### src/rtl/game_flow_ctrl.sv
// game_flow_ctrl: top-level flow controller for a tilt-maze game.
//
// Sequences IDLE -> READY -> PLAYING -> FAIL/WIN -> READY/OVER/CLEARED and
// tracks level, lives and score. A frame counter, cleared on every state entry,
// times the READY and FAIL/WIN hold phases.
//
// Optional feature: define GAME_TIMEOUT_EN to fail the level after
// TIMEOUT_FRAMES frame strobes spent in PLAYING.
//
// Ports:
//   CLK            clock
//   rst_n          asynchronous active-low reset
//   i_restart      restart request (overrides everything)
//   i_screenend    one-cycle frame strobe
//   i_accel_ready  accelerometer data valid (starts the game from IDLE)
//   i_win, i_fail  ball in win hole / fail hole
//   o_state        current state (IDLE=0 .. CLEARED=6)
//   o_playing      high while in PLAYING
//   o_level        current level
//   o_lives        remaining lives
//   o_ball_sel     0 = home, 1 = rolling, 2 = fixed at hole
//   o_game_rst     one-cycle pulse on the first cycle of READY
//   o_score        saturating count of cleared levels
module game_flow_ctrl #(
  parameter int unsigned READY_FRAMES   = 60,
  parameter int unsigned HOLD_FRAMES    = 120,
  parameter int unsigned LIVES          = 3,
  parameter int unsigned MAX_LEVEL      = 4,
  parameter int unsigned TIMEOUT_FRAMES = 1800
) (
  input  logic       CLK,
  input  logic       rst_n,
  input  logic       i_restart,
  input  logic       i_screenend,
  input  logic       i_accel_ready,
  input  logic       i_win,
  input  logic       i_fail,
  output logic [2:0] o_state,
  output logic       o_playing,
  output logic [1:0] o_level,
  output logic [1:0] o_lives,
  output logic [1:0] o_ball_sel,
  output logic       o_game_rst,
  output logic [7:0] o_score
);

  typedef enum logic [2:0] {
    StIdle    = 3'd0,
    StReady   = 3'd1,
    StPlaying = 3'd2,
    StFail    = 3'd3,
    StWin     = 3'd4,
    StOver    = 3'd5,
    StCleared = 3'd6,
    StUnused  = 3'd7
  } state_e;

  // Counter wide enough for the largest frame threshold in use.
  localparam int unsigned MaxA      = (READY_FRAMES > HOLD_FRAMES) ? READY_FRAMES : HOLD_FRAMES;
  localparam int unsigned MaxFrames = (MaxA > TIMEOUT_FRAMES) ? MaxA : TIMEOUT_FRAMES;
  localparam int unsigned CntW      = $clog2(MaxFrames + 2);

  localparam logic [CntW-1:0] ReadyCnt  = CntW'(READY_FRAMES);
  localparam logic [CntW-1:0] HoldCnt   = CntW'(HOLD_FRAMES);
  localparam logic [1:0]      LivesInit = 2'(LIVES);
  localparam logic [1:0]      LastLevel = 2'(MAX_LEVEL - 1);
`ifdef GAME_TIMEOUT_EN
  localparam logic [CntW-1:0] TimeoutCnt = CntW'(TIMEOUT_FRAMES);
`endif

  state_e          state_q, state_d;
  logic [CntW-1:0] cnt_q, cnt_d;
  logic            entry_q;
  logic            enter;
  logic [1:0]      level_q, level_d;
  logic [1:0]      lives_q, lives_d;
  logic [7:0]      score_q, score_d;
  logic            playing_q, playing_d;
  logic [1:0]      ball_sel_q, ball_sel_d;
  logic            game_rst_q, game_rst_d;

  // State register
  always_ff @(posedge CLK or negedge rst_n) begin
    if (!rst_n) begin
      state_q    <= StIdle;
      cnt_q      <= '0;
      entry_q    <= 1'b0;
      level_q    <= 2'd0;
      lives_q    <= LivesInit;
      score_q    <= 8'd0;
      playing_q  <= 1'b0;
      ball_sel_q <= 2'd0;
      game_rst_q <= 1'b0;
    end else begin
      state_q    <= state_d;
      cnt_q      <= cnt_d;
      entry_q    <= enter;
      level_q    <= level_d;
      lives_q    <= lives_d;
      score_q    <= score_d;
      playing_q  <= playing_d;
      ball_sel_q <= ball_sel_d;
      game_rst_q <= game_rst_d;
    end
  end

  // Next-state logic
  always_comb begin
    state_d = state_q;
    level_d = level_q;
    lives_d = lives_q;
    score_d = score_q;
    if (i_restart) begin
      state_d = StReady;
      level_d = 2'd0;
      lives_d = LivesInit;
      score_d = 8'd0;
    end else begin
      case (state_q)
        StIdle:    if (i_accel_ready) state_d = StReady;
        StReady:   if (cnt_q >= ReadyCnt) state_d = StPlaying;
        StPlaying: begin
          if (i_fail) state_d = StFail;
          else if (i_win) state_d = StWin;
`ifdef GAME_TIMEOUT_EN
          else if (cnt_q >= TimeoutCnt) state_d = StFail;
`endif
        end
        StFail: begin
          if (cnt_q >= HoldCnt) begin
            if (lives_q == 2'd1) begin
              state_d = StOver;
            end else begin
              lives_d = lives_q - 2'd1;
              state_d = StReady;
            end
          end
        end
        StWin: begin
          if (cnt_q >= HoldCnt) begin
            score_d = (score_q == 8'hFF) ? score_q : score_q + 8'd1;
            if (level_q == LastLevel) begin
              state_d = StCleared;
            end else begin
              level_d = level_q + 2'd1;
              state_d = StReady;
            end
          end
        end
        StOver, StCleared: state_d = state_q;
        default:           state_d = StIdle;
      endcase
    end

    // Restart into READY counts as an entry even when already in READY.
    enter = i_restart || (state_d != state_q);

    // A strobe in the entry cycle is dropped so each phase counts whole frames.
    if (enter) begin
      cnt_d = '0;
    end else if (!entry_q && i_screenend) begin
      cnt_d = cnt_q + 1'b1;
    end else begin
      cnt_d = cnt_q;
    end
  end

  // Output logic, registered from the next state
  always_comb begin
    playing_d  = (state_d == StPlaying);
    game_rst_d = enter && (state_d == StReady);
    case (state_d)
      StPlaying:                         ball_sel_d = 2'd1;
      StFail, StWin, StOver, StCleared:  ball_sel_d = 2'd2;
      default:                           ball_sel_d = 2'd0;
    endcase
  end

  assign o_state    = state_q;
  assign o_playing  = playing_q;
  assign o_level    = level_q;
  assign o_lives    = lives_q;
  assign o_ball_sel = ball_sel_q;
  assign o_game_rst = game_rst_q;
  assign o_score    = score_q;

endmodule

### config.mk
export PLATFORM = sky130hd
export DESIGN_NAME = game_flow_ctrl
export DESIGN_NICKNAME = d
export VERILOG_FILES = /design/src/rtl/game_flow_ctrl.sv
export SDC_FILE = /design/constraint.sdc
export NUM_CORES = 1
export LEC_CHECK = 0
export ABC_CLOCK_PERIOD_IN_PS = 2100
export BUFFER_PORTS_ARGS = -buffer_cell sky130_fd_sc_hd__buf_4
export CAP_MARGIN = 40
export CORE_ASPECT_RATIO = 0.75
export CORE_MARGIN = 2
export CORE_UTILIZATION = 50
export CTS_CLUSTER_DIAMETER = 150
export DETAILED_ROUTE_END_ITERATION = 8
export GPL_ROUTABILITY_DRIVEN = 0
export PLACE_DENSITY = 0.84
export SLEW_MARGIN = 20
export SYNTH_ARGS = -nofsm -noshare
export SYNTH_HDL_FRONTEND = slang
export SYNTH_SLANG_ARGS = --single-unit
### constraint.sdc
create_clock -name CLK -period 2.1 [get_ports CLK]
set_input_delay 0.42 -clock CLK [delete_from_list [all_inputs] [get_ports CLK]]
set_output_delay 0.42 -clock CLK [all_outputs]
set_load 0.05 [all_outputs]
# Word level (Yosys, flattened, before mapping)
# Index checks and enable logic that the tools add are counted.
# word_totals
reg_bits,31
input_bits,7
out_inout_bits,19
wordCells,73
# op_classes
addsub,4
magnitude_cmp,2
eq_ne,19
n_mux,25
reduce_logical,14
# ops
cell,n
8-bit two-way mux,4
3-bit two-way mux,9
11-bit two-way mux,2
"3-bit == test, second input constant",6
3-bit case mux with 6 select lines,1
2-bit two-way mux,8
"3-bit by 2-bit == test with 1-bit output, second input constant",4
"11-bit by 1-bit adder with 11-bit output, second input constant",1
"11-bit by 6-bit >= comparator with 1-bit output, second input constant",1
"11-bit by 7-bit >= comparator with 1-bit output, second input constant",1
3-bit AND reduction,3
"8-bit by 1-bit adder with 8-bit output, second input constant",1
"8-bit == test, second input constant",1
2-bit nonzero test,4
"3-bit by 1-bit == test with 1-bit output, second input constant",2
"2-bit inequality test, second input constant",3
2-bit case mux with 2 select lines,1
4-bit OR reduction,1
3-bit logical NOT,1
3-bit inequality test,1
"2-bit by 1-bit adder with 2-bit output, second input constant",1
"2-bit by 1-bit == test with 1-bit output, second input constant",1
"2-bit == test, second input constant",1
1-bit logical AND,2
other kinds (4),4

# Longest topological paths before layout
# Gate-level depths: netlist of the first run.
# logic_depth
ltp_word,8
ltp_mapped,7
depth_no_buf,6

# Worst setup path before layout of the first run
# Ideal clock, no wire load.
# synth_timing
path_type,reg-to-reg
start,reg state_q[0] (netlist: o_state[0])
end,reg entry_q
setup_ns,0.127
arrival_time_ns,2.151
slack_ns,-0.178
path_stages_with_launch,7
n_path_buf,1
cell_sequence,dfrtp_1 -> clkbuf_1 -> nor2_1 -> and4b_1 -> a21o_1 -> or4_4 -> or2_2
# synth_between
elab_chain_len,6
# synth_lines
element,line_no,source
from (decl),71,"state_e state_q, state_d;"
from (signal assigned),85,state_q <= StIdle;
from (signal assigned),95,state_q <= state_d;
3-bit == test or 3-bit two-way mux (tied branches),"119, 124",
2-bit OR reduction or 3-bit two-way mux (tied branches),"119, 123",
3-bit case mux with 6 select lines,119,case (state_q)
3-bit two-way mux,113,if (i_restart) begin
3-bit inequality test *,156,enter = i_restart || (state_d != state_q);
1-bit logical OR *,156,
net enter,74,logic enter;
to (signal assigned),97,entry_q <= enter;
to (decl),73,logic entry_q;
# Mark *: on every way through the listed nets, which the timed path passes. The rest lies on a longest branch.
# A chain may end at the register's enable or synchronous reset.

# Worst setup path in the final report of the first run
# layout_timing
start,reg cnt_q[7]
end,reg entry_q
# layout_between
elab_chain_len,6
# layout_lines
element,line_no,source
from (decl),72,"logic [CntW-1:0] cnt_q, cnt_d;"
from (signal assigned),96,cnt_q <= cnt_d;
11-bit by 7-bit >= comparator with 1-bit output or 11-bit by 6-bit >= comparator with 1-bit output (tied branches),"130, 140, 121",
3-bit two-way mux (on tied branches),"140, 121, 130",
3-bit case mux with 6 select lines *,119,
3-bit two-way mux *,113,
3-bit inequality test *,156,
1-bit logical OR *,156,
net enter,74,
# Marks and branches as above.

==> flow_metrics.tcl, run 1 <==
set metrics [dict create \
    synth_cell_types 43 \
    holdWs_ns 0.04367 \
    synth-edff-count 0 \
    totalWireLength_um 3775 \
    cts_root_buffer "clkbuf_8" \
    clockBufferDepth 2 \
    synth_cells 176 \
    fin_crit_ns 2.181 \
    fin_nets 238 \
    drive_above_1_share_pct 34.80 \
    irDropWorstVdd_mv 0.4396 \
    core_region_area_mm2 0.003288 \
    p_leak_uw 0.001012 \
    critPathKind "reg2reg" \
    first_pass_iters 4 \
    syn-num-nets 188 \
    hold_viol_final 0 \
    io_pins 26 \
    fin_cells 267 \
    ys_seq_elements 30 \
    fmax_mhz 458.5 \
    post_drt_wl_per_cell_um 14.14 \
    synthesis.area_mm2 0.001714 \
    htreeDepth 2 \
    dieHeight_um 54.71 \
    totalPowerFinal_uw 1221 \
    clkLatencyLatePin_ns 0.29 \
    max_cap_viol_count 0 \
    numCtsBuffers 5 \
    seq_area_frac_synth_pct 43.94 \
    final_area_mm2 0.002267 \
    grt_max_degree 31 \
    slew_violations 0 \
    rsz0062_at_grt "yes" \
    drc 0 \
    worst_pin_slew_ns 0.5352 \
    final_cell_mix "buf_4 (48), dfrtp_1 (25), nor2_1 (19)" \
    grt-ovfl-total 0 \
    ys_async_sr_fraction_pct 100.0 \
    path_max_fanout 5 \
    grt_first_pass_wirelength_um 6458 \
    setup_slack_ns -0.08093 \
    first_iter_violations 165 \
    relSlewSlack_pct 64.08 \
    clock_skew_ns 0.003045 \
    synth_top_area_share_pct 40.88 \
    grt_pass1_vias 1380 \
    power_density_mw_per_mm2 538.4 \
    drt-vias-per-instance 5.517 \
    start_util_pct 52.13 \
    yosysTopAreaCell "dfrtp_1" \
    min_path_type "in2async" \
    track_usage_pct 22.91 \
    synth_ff_type "dfrtp_1" \
    dp_slack_ns -0.1083 \
    violations "negative setup slack" \
    clock-sinks 30 \
    antenna_found_initial 0 \
    place_inst 256 \
    flow.area_growth_from_synthesis_pct 32.26 \
    num_rows 18 \
    placed_area_mm2 0.002098 \
    routed-via-count 1473 \
    end_kind "flop" \
    cp.required_ns 2.28 \
    diodes 0 \
    final_common_cell "buf_4" \
    portBuffers 25 \
    synthTopCellsByArea "dfrtp_1 (41%), xnor2_1 (6.6%), nor3_2 (5.8%)" \
    die_w_um 71.61 \
    fin_crit_sh_pct 103.9 \
    r2r_cells 6 \
    hpwl_um 2804 \
    die_area_mm2 0.003917 \
    postCtsHoldBufs 0 \
    cp-start-kind "flop" \
    cts_tree "done" \
    path_clk_slew_ns 0.06 \
    setup_viol 13 \
    ant_nets 0 \
    worstPathArrival_ns 2.36 \
    status "complete, but fails checks" \
    avgSynthCellArea_um2 9.739 \
    ys_warn_count 0 \
]
==> registers in the layout (all words and copies together) (netlist names) <==
register,cells
cnt_q,11
entry_q,1
o_ball_sel,2
o_game_rst,1
o_level,2
o_lives,2
o_score,8
o_state,3
==> worst max-delay path: stages, from the launching register on <==
cell      delay [ns]
dfrtp_1         0.39
buf_6           0.12
or4_4           0.44
o211ai_4        0.20
o21ai_2         0.08
or4_4           0.59
or2_4           0.24
==> metrics by stage <==
stage	TNS, ns	util (%)
2_1_floorplan	-0.06367	-
3_3_place_gp	-0.2867	63.81
3_5_place_dp	-0.8156	63.81
4_1_cts	-0.9743	68.34
5_1_grt	-1.947	68.95
6_report	-0.7372	68.95
==> synth_stat cells, types with 5 or more instances <==
library cell,n
dfrtp_1,28
nor2_1,19
xnor2_1,13
nand2_1,10
nor3_2,10
inv_1,7
o21ai_0,7
clkbuf_1,6
xor2_1,6
ha_1,5
nand3_1,5
nor3_1,5
nor4_1,5
==> power breakdown <==
part	internal [µW]	total (µW)	switching, µW
clock network	354	575	221
registers	583	586	3.50
logic	23.4	59.5	36.2
total	960	1220	260
==> cells by family (layout without fill, tap and decap cells) <==
| logic type | Yosys count | in the layout | synth area share, % |
|---|---|---|---|
| compound gates | 25 | 25 | 10.22 |
| xor+xnor | 19 | 19 | 9.708 |
| fa+ha+maj | 5 | 5 | 3.650 |
| buf+inv | 15 | 66 | 3.942 |
| flops | 30 | 30 | 43.94 |
| simple gates | 82 | 82 | 28.54 |
==> worst paths after layout <==
path | start | endpoint | slack (ns)
min | rst_n | o_score[1] | 0.04
min in group CLK | i_restart | o_score[6] | 0.40
min reg2reg | o_lives[1] | o_lives[1] | 0.54
max in group asynchronous | rst_n | o_lives[1] | 1.75
max reg2reg | cnt_q[7] | entry_q | -0.08
max | cnt_q[7] | entry_q | -0.08
==> routing by layer <==
metal	share of wire (%)	track usage [%]	vias to the layer above
li1	-	-	723
met1	45	30.53	689
met2	45	35.34	56
met3	8.4	5.157	5
met4	1.6	12.26	0
met5	0	0	-
==> cell type report <==
cell class	instances	area, µm²
clock buffers	7	76.32
clock inverters	1	30.03
multi-input cells	131	929.6
flip-flops and latches	30	757.0
inverters	7	26.28
well taps	40	50.05
repair buffers	51	397.9
fillers	241	1021
==> what timing repair did <==
item,in CTS,in global routing
buffers inserted,3,0
endpoints found under the setup margin,13,16
gates resized for setup,5,4
pin swaps,1,3
(Power assumes the default switching activity.)
==> inputs of run 2 (changes only) <==
--- a/config.mk
+++ b/config.mk
@@ -5,16 +5,17 @@
 export SDC_FILE = /design/constraint.sdc
 export NUM_CORES = 1
 export LEC_CHECK = 0
-export ABC_CLOCK_PERIOD_IN_PS = 2100
+export ABC_CLOCK_PERIOD_IN_PS = 2600
 export BUFFER_PORTS_ARGS = -buffer_cell sky130_fd_sc_hd__buf_4
 export CAP_MARGIN = 40
 export CORE_ASPECT_RATIO = 0.75
 export CORE_MARGIN = 2
-export CORE_UTILIZATION = 50
+export CORE_UTILIZATION = 60
 export CTS_CLUSTER_DIAMETER = 150
 export DETAILED_ROUTE_END_ITERATION = 8
 export GPL_ROUTABILITY_DRIVEN = 0
-export PLACE_DENSITY = 0.84
+export PLACE_DENSITY = 0.93
+export RECOVER_POWER = 25
 export SLEW_MARGIN = 20
 export SYNTH_ARGS = -nofsm -noshare
 export SYNTH_HDL_FRONTEND = slang
==> constraint.sdc (replaced) <==
create_clock -name CLK -period 2.6 [get_ports CLK]
set_input_delay 0.52 -clock CLK [delete_from_list [all_inputs] [get_ports CLK]]
set_output_delay 0.52 -clock CLK [all_outputs]
set_load 0.05 [all_outputs]
==> flow_metrics.tcl, run 2 (same netlist as run 1, synthesis figures left out) <==
set metrics [dict create \
    max_cap_viol_count 1 \
    drt-vias-per-instance 5.889 \
    ant_nets 0 \
    relSlewSlack_pct -2.030 \
    fillCellCount 190 \
    clock_skew_ns 0.005275 \
    core_region_area_mm2 0.002663 \
    cp.required_ns 2.76 \
    fin_nets 219 \
    cts_root_buffer "clkbuf_8" \
    totalWireLength_um 3540 \
    top_register "cnt_q" \
    fin_cells 244 \
    status "complete, but fails checks" \
    die_w_um 65.72 \
    flow.area_growth_from_synthesis_pct 19.05 \
    post_drt_wl_per_cell_um 14.51 \
    totalPowerFinal_uw 864.0 \
    grt-ovfl-total 0 \
    power_density_mw_per_mm2 423.4 \
    fin_crit_sh_pct 93.44 \
    hold_viol_final 0 \
    min_path_type "in2reg" \
    place_inst 231 \
    hpwl_um 2526 \
    rsz0062_at_grt "no" \
    drive_above_1_share_pct 25.96 \
    path_clk_slew_ns 0.06 \
    grt_max_degree 31 \
    num_rows 16 \
    setup_viol 0 \
    clkLatencyLatePin_ns 0.28 \
    cpPeakStageDelay_ns 0.60 \
    portBuffers 25 \
    grt_first_pass_wirelength_um 5865 \
    setup-tns-final_ns 0 \
    critPathKind "reg2reg" \
    holdWs_ns 0.5106 \
    fin_crit_ns 2.429 \
    first_iter_violations 113 \
    slowest_stage "or4_4" \
    htreeDepth 2 \
    slew_violations 31 \
    worstPathCellList "or4_4 > o211ai_2 > o21ai_2 > or4_4 > or2_2" \
    postCtsHoldBufs 0 \
    clockBufferDepth 2 \
    path_delay_family "simple AND/OR/NAND/NOR gates" \
    final_cell_mix "buf_4 (31), dfrtp_1 (28), nor2_1 (19)" \
    clock-sinks 30 \
    worstPathArrival_ns 2.59 \
    p_leak_uw 0.0009315 \
    largest_reg_flops 11 \
    fmax_mhz 411.6 \
    post-route-util_pct 76.64 \
    irDropWorstVdd_mv 0.3415 \
    worst_pin_slew_ns 1.530 \
    die_area_mm2 0.003305 \
    track_usage_pct 23.92 \
    routed-via-count 1437 \
    diodes 0 \
    violations "max-capacitance violations, max-slew violations" \
    final_common_cell "buf_4" \
    path_common_cell "or4_4" \
    dieHeight_um 50.29 \
    path_max_fanout 9 \
    cp-start-kind "flop" \
    grt_pass1_vias 1277 \
    io_pins 26 \
    drc 0 \
    crit_buf_inv 0 \
    numCtsBuffers 5 \
    start_util_pct 64.38 \
    cts_tree "done" \
    antenna_found_initial 0 \
    end_kind "flop" \
    first_pass_iters 6 \
]
-- run 2: final timing paths --
kind,start,to,slack (ns),cells after the start
max,cnt_q[7],entry_q,0.17,5
min reg2reg,o_lives[1],o_lives[1],0.54,2
max in group asynchronous,rst_n,cnt_q[4],1.09,1
min in group asynchronous,rst_n,o_ball_sel[0],0.61,1
max reg2reg,cnt_q[7],entry_q,0.17,5
min,i_restart,o_level[1],0.51,2
-- run 2: timing repair --
item,4_1_cts,5_1_grt
gates resized for setup,0,1
endpoints found under the setup margin,0,1
buffers inserted,0,4
hold endpoints to repair,0,0
-- run 2: per-stage QoR --
step / cell area, µm² / worst slack, ns
finish: 2041 / 0.1705
global route: 2041 / 0.04273
CTS: 2001 / 0.09644
detailed placement: 1921 / 0.1216
global placement: 1921 / 0.1826
floorplan: 1714 / 0.3217
-- run 2: power by group --
part | switching [µW] | total, µW | internal [µW]
combinational | 29.0 | 46.6 | 17.6
sequential | 2.74 | 474 | 471
clock | 154 | 344 | 189
total | 186 | 864 | 678
-- run 2: per-layer routing --
metal | up-vias | GRT usage, % | part of all wire, % | wire, µm
met4 | 0 | 9.722 | 1.2 | 44
met3 | 9 | 6.951 | 7.1 | 251
li1 | 684 | - | - | -
met5 | - | 0 | 0 | 0
met1 | 683 | 32.16 | 43 | 1531
met2 | 61 | 36.36 | 48 | 1712
-- run 2: area by class of cell --
cell class	instances	area [µm²]	area share [%]
flip-flops and latches	30	753.2	36.91
multi-input cells	131	899.6	44.08
clock buffers	8	80.08	3.924
inverters	7	26.28	1.288
well taps	36	45.04	2.207
repair buffers	32	236.5	11.59
